$ cat src/rtl/fifo_rd_stream.sv
// Read side of the async FIFO re-presented as a valid/ready stream through a 3-entry prefetch buffer.
// First word 2 cycles after FIFO goes non-empty, then 1 word/cycle; with m_ready low reads stop once 3 slots are claimed.
module fifo_rd_stream #(
  parameter int FIFO_WIDTH = 16,
  parameter int CNT_WIDTH  = 16
) (
  input  logic                  rd_clk,
  input  logic                  rst_n,
  input  logic                  fifo_empty,
  input  logic [FIFO_WIDTH-1:0] fifo_dout,
  output logic                  fifo_rd_en,
  input  logic                  flush,
  output logic                  m_valid,
  input  logic                  m_ready,
  output logic [FIFO_WIDTH-1:0] m_data,
  output logic [1:0]            buf_level,
  output logic [CNT_WIDTH-1:0]  xfer_cnt
);

  logic [1:0]            occ;
  logic [1:0]            wptr;
  logic [1:0]            rptr;
  logic                  inflight;
  logic                  capture;
  logic                  pop;
  logic [2:0]            claimed;
  logic [FIFO_WIDTH-1:0] mem [3];

  function automatic logic [1:0] ptr_inc(input logic [1:0] p);
    return (p == 2'd2) ? 2'd0 : p + 2'd1;
  endfunction

  // A read on the FIFO bus already owns a buffer slot, so it counts against the credit.
  assign claimed    = {1'b0, occ} + {2'b00, inflight};
  assign fifo_rd_en = rst_n && !flush && !fifo_empty && (claimed < 3'd3);
  assign capture    = inflight && !flush;
  assign pop        = m_valid && m_ready && !flush;

  assign m_valid   = (occ != 2'd0);
  assign m_data    = mem[rptr];
  assign buf_level = occ;

  always_ff @(posedge rd_clk or negedge rst_n) begin
    if (!rst_n) begin
      occ      <= 2'd0;
      wptr     <= 2'd0;
      rptr     <= 2'd0;
      inflight <= 1'b0;
      xfer_cnt <= '0;
      for (int i = 0; i < 3; i++) mem[i] <= '0;
    end else if (flush) begin
      occ      <= 2'd0;
      wptr     <= 2'd0;
      rptr     <= 2'd0;
      inflight <= 1'b0;
    end else begin
      inflight <= fifo_rd_en && !fifo_empty;
      if (capture) begin
        mem[wptr] <= fifo_dout;
        wptr      <= ptr_inc(wptr);
      end
      if (pop) begin
        rptr     <= ptr_inc(rptr);
        xfer_cnt <= xfer_cnt + CNT_WIDTH'(1);
      end
      occ <= occ + {1'b0, capture} - {1'b0, pop};
    end
  end

endmodule

$ cat config.mk
export PLATFORM = sky130hd
export DESIGN_NAME = fifo_rd_stream
export DESIGN_NICKNAME = d
export VERILOG_FILES = /design/src/rtl/fifo_rd_stream.sv
export SDC_FILE = /design/constraint.sdc
export NUM_CORES = 1
export LEC_CHECK = 0
export ABC_CLOCK_PERIOD_IN_PS = 2300
export CAP_MARGIN = 20
export CORE_MARGIN = 4
export CORE_UTILIZATION = 28
export DETAILED_ROUTE_END_ITERATION = 7
export GPL_TIMING_DRIVEN = 0
export SLEW_MARGIN = 20
export SYNTH_ARGS = -nofsm -noshare
export SYNTH_HDL_FRONTEND = slang
export SYNTH_SLANG_ARGS = --single-unit
$ cat constraint.sdc
create_clock -name rd_clk -period 2.3 [get_ports rd_clk]
set_clock_uncertainty 0.1 [all_clocks]
set_input_delay 0.345 -clock rd_clk [delete_from_list [all_inputs] [get_ports rd_clk]]
set_output_delay 0.345 -clock rd_clk [all_outputs]
set_load 0.01 [all_outputs]
; After elaboration in Yosys (flattened, before gate mapping)
; Cells that the tools add are included.
; Widths: inputs -> output; s select.
[op_classes]
bitwise = 3
mux = 14
eq_ne = 2
add_sub_neg = 6
n_lt_le_gt_ge = 4
reduce_logical = 15
[op_table]
columns = op, count
row1 = $bwmux 48, 1
row2 = $mux 16, 3
row3 = $bmux 16 s2, 1
row4 = $demux 16 s2, 1
row5 = $add 16x1->16 const B, 1
row6 = $mux 2, 7
row7 = $logic_and 1x1->1, 8
row8 = $ge 3x3->1 const B, 2
row9 = $not 2->3, 2
row10 = $reduce_bool 2->1, 3
row11 = $add 2x1->2 const B, 2
row12 = $eq 2x2->1 const B, 2
row13 = $reduce_and 2->1, 2
row14 = $add 2x1->3, 1
row15 = $lt 3x1->1 const B, 1
row16 = $lt 3x2->1 const B, 1
row17 = $add 2x1->2, 1
row18 = $logic_not 1->1, 2
row19 = $sub 2x1->2, 1
row20 = $mux 1, 1
row21 = $not 1->1, 1
[totals]
out_inout_bits = 36
inputBits = 21
register_bits = 71
elab_cells = 52

; Logic depth before layout (Yosys ltp)
[logic_depth]
depth_word = 6
ltp_mapped = 8
ltp_nobuf = 7

; Worst setup path after synthesis
; No wires, ideal clock.
[synth_timing]
kind = register to output
from = register occ[0], in the netlist buf_level[0]
to = output fifo_rd_en
path_buffers = 0
path_stages_with_launch = 5
required_ns = 1.855
setup_slack_ns = 0.213
arrival_time_ns = 1.642
cell_sequence = dfrtp_1 ha_1 ha_1 or4b_2 a21oi_1
[synth_between]
elab_chain_len = 3
[synth_rtl]
columns = item, line_no
row1 = from (decl), 20  ; logic [1:0] occ;
row2 = from (signal assigned), 66  ; occ <= occ + {1'b0, capture} - {1'b0, pop};
row3 = $add 2x1->3, 34  ; assign claimed = {1'b0, occ} + {2'b00, inflight};
row4 = $lt 3x2->1, 35  ; assign fifo_rd_en = rst_n && !flush && !fifo_empty && (claimed < 3'd3);
row5 = $logic_and 1x1->1, 35
row6 = to (decl), 11  ; output logic fifo_rd_en,
; No other way between the ends.

; Worst setup path in the final report
; Ends and elaborated chain as after synthesis.

==> out/metrics.cfg <==
[clock_tree]
worstSkewPairLatency_ns = 0.33
cts_sinks = 71
cts_tree = yes
cts.htree.levels = 3
clock_path_buffers = 2
cts.clk_slew.worst_paths_ns = 0.06
cts_made_buffers = 9
cts-root-buf = clkbuf_16

[placed_design]
routabilityCongestion = 0.6864
placed_cell_area_sq_mm = 0.004045
port_buffers = 55
hpwl_microns = 4859

[global_routing]
grt_overflow = 0
track_usage_pct = 11.61
antenna_found_initial = 0
grt_pass1_wl_microns = 11900
grt_pass1_vias = 2335
grt_max_degree = 38

[logic_synthesis]
synthMuxAreaShare_pct = 23.03
ys_seq_area_share_pct = 53.87
synth.top_cell.area_share_pct = 53.87
synth-compound-area-share_pct = 3.338
synthDistinctLibCells = 31
synth_nets = 281
synthXorXnorAreaFrac_pct = 4.514
synthTopCellsByArea = dfrtp_1 (54%), mux2_2 (13%), mux2i_1 (5.2%)
syn_avg_cell_area_sq_um = 12.93
synth_top_family_by_area = multiplexers
yosys.area_share.simple_pct = 10.24
yosys_warnings = 0
synthAdderAreaFrac_pct = 1.897
synth_top_area_cell = dfrtp_1
synthCells = 255
synth_seq_cells = 71
syn_area_sq_mm = 0.003298

[outcome]
outcome = completed

[cells_and_area]
stdcell_area_sq_mm = 0.004482
drive_above_1_share_pct = 29.46
fin_util_pct = 39.08
final_nets = 357
seq_area_sq_mm = 0.001777
fill_cells = 1104
multi_input_area_sq_mm = 0.001431
n_antenna_cell = 0
synthToLayoutAreaGrowth_pct = 35.89

[timing]
fmax_ghz = 0.4433
finalCriticalPeriod_ns = 2.256
fin_crit_sh_pct = 98.07
rsz0062_at_grt = yes
finalSetupViolCount = 0
tightest_slew_ns = 0.5300
maxSlewViolCount = 0
relSlewSlack_pct = 64.63
hold_viol_final = 0

[pwr]
leakage_nw = 1.985
max-vdd-ir-drop_v = 0.0005532
power_density_mw_per_mm2 = 815.1

[detailed_routing]
drt-total-wl_microns = 7398
drc_errors = 0
drt-wirelength-per-cell_microns = 15.44
ant_nets = 0
drtPass1Iterations = 4
via_count = 2185
drt-initial-drc-count = 90
routed_via_density = 4.562

[setup_path]
crit_path_start_kind = flip-flop
worstPathRequired_ns = 1.86
reg2regPathDepth = 6
arrival_ns = 1.81
path_max_fanout = 2
path_class = flip-flop to primary output
r2r-start = inflight
reg2reg_slack_ns = 0.40
reg2reg_to = mem[30]
cp-end-kind = primary output

[die]
chipWidth_microns = 116.5
die_area_sq_mm = 0.01358
fp-row-count = 39
die_h_microns = 116.5
core_area_sq_mm = 0.01147
pin_count = 57
initial_core_util_pct = 28.76

[run]
drv_cap = 0

[worst_hold_path]
min_to = buf_level[1]
hp-class = input port to flip-flop
hold_depth = 2
hold_path_startpoint = flush

## worst max path at each step
| stage | startpoint | to | slack [ns] | depth (start not counted) |
|---|---|---|---|---|
| after floorplan | buf_level[0] | fifo_rd_en | 0.21 | 4 |
| after global placement | rst_n | fifo_rd_en | -2.74 | 4 |
| after detailed placement | rst_n | fifo_rd_en | -0.58 | 5 |
| after CTS | buf_level[0] | fifo_rd_en | 0.001 | 5 |
| after global routing | buf_level[0] | fifo_rd_en | -0.03 | 5 |
| final | buf_level[0] | fifo_rd_en | 0.04 | 5 |
## cells in the mapped netlist
library cell / instances
dfrtp_1: 71
mux2_2: 39
nand2_1: 21
mux2i_1: 17
o21ai_0: 17
xnor2_1: 15
mux2_4: 10
nor2_1: 9
nand3_1: 8
a21oi_1: 5
ha_1: 5
inv_1: 4
nand4_1: 4
and3_1: 3
buf_2: 3
buf_6: 3
clkbuf_1: 3
and2b_1: 2
nor3_1: 2
nor3b_4: 2
xor2_1: 2
and4_1: 1
buf_12: 1
buf_4: 1
nand2b_1: 1
nand2b_4: 1
nand3b_1: 1
nor2b_1: 1
nor3_2: 1
nor3_4: 1
or4b_2: 1
## placed cells by master (no fill, tap or decap), drive strengths merged
master	synthesis	layout
nor2b	1	1
inv	4	4
clkinv	0	1
dlymetal6s4s	0	1
mux2i	17	17
buf	8	20
mux2	49	49
and4	1	1
xor2	2	2
bufinv	0	2
nand3	8	8
clkdlybuf4s50	0	37
o21ai	17	17
dfrtp	71	71
a21oi	5	5
dlygate4sd2	0	9
nor3b	2	2
nand3b	1	1
dlygate4sd3	0	1
or4b	1	1
nand4	4	4
nand2b	2	2
nor2	9	9
and3	3	3
nor3	4	4
xnor2	15	15
clkdlybuf4s15	0	2
and2b	2	2
clkbuf	3	19
ha	5	5
nand2	21	21
## through the flow
step | hold slack, ns | setup slack (ns) | cells | setup TNS (ns) | power [mW]
floorplan | -0.05059 | 0.2130 | 255 | 0 | 1.838
global placement | 0.3637 | -2.742 | 453 | -130.43 | 2.188
detailed placement | 0.2559 | -0.5831 | 454 | -5.181 | 2.209
CTS | 0.09326 | 0.001440 | 477 | 0 | 3.720
global route | 0.1002 | -0.03088 | 479 | -0.03088 | 3.848
finish | 0.1029 | 0.04429 | 479 | 0 | 3.653
## what timing repair did
| item | CTS | global route |
|---|---|---|
| buffers inserted | 2 | 2 |
| gates resized for setup | 39 | 13 |
| endpoints found under the setup margin | 17 | 11 |
| hold endpoints to repair | 37 | 0 |
| pin swaps | 0 | 0 |
| hold buffers | 5 | 0 |
## per-layer routing
metal | share of wire [%] | track usage [%] | vias up
met5 | 0 | 0 | -
met4 | 1.3 | 4.128 | 0
met3 | 5.8 | 3.938 | 8
met2 | 48 | 18.57 | 46
met1 | 45 | 14.69 | 1088
li1 | - | - | 1043
## power breakdown
| group | internal (mW) | total (mW) | switching, mW | leakage, nW |
|---|---|---|---|---|
| Sequential | 1.40 | 1.50 | 0.100 | 0.940 |
| Combinational | 0.366 | 0.639 | 0.272 | 0.884 |
| Clock | 1.01 | 1.51 | 0.503 | 0.160 |
## worst max-delay path: stages (launching register included)
cell and delay (ns):
dfrtp_1 0.39, ha_2 0.19, ha_2 0.16, or4b_4 0.49, a21oi_2 0.12, buf_2 0.14
## state kept, by name (all words and copies together) (netlist names)
register and cells:
mem 48, wptr 2, xfer_cnt 16, buf_level 2, rptr 2, inflight 1
## cell families after synthesis
logic type,count (synthesis)
AOI/OAI and AO/OA,22
xor gates and xnor gates,17
adders and majority gates,5
buffers and inverters,15
DFF,71
muxes,66
and+or+nand+nor,59
## final cells by class
class	count	share of cell area, %
Timing Repair Buffer	65	14.41
Sequential cell	71	39.64
Buffer	11	2.429
Tap cell	143	3.992
Inverter	4	0.3350
Clock inverter	3	1.452
Clock buffer	13	5.807
Multi-Input combinational cell	169	31.94
No activity file was read; power rests on OpenSTA's default activity.
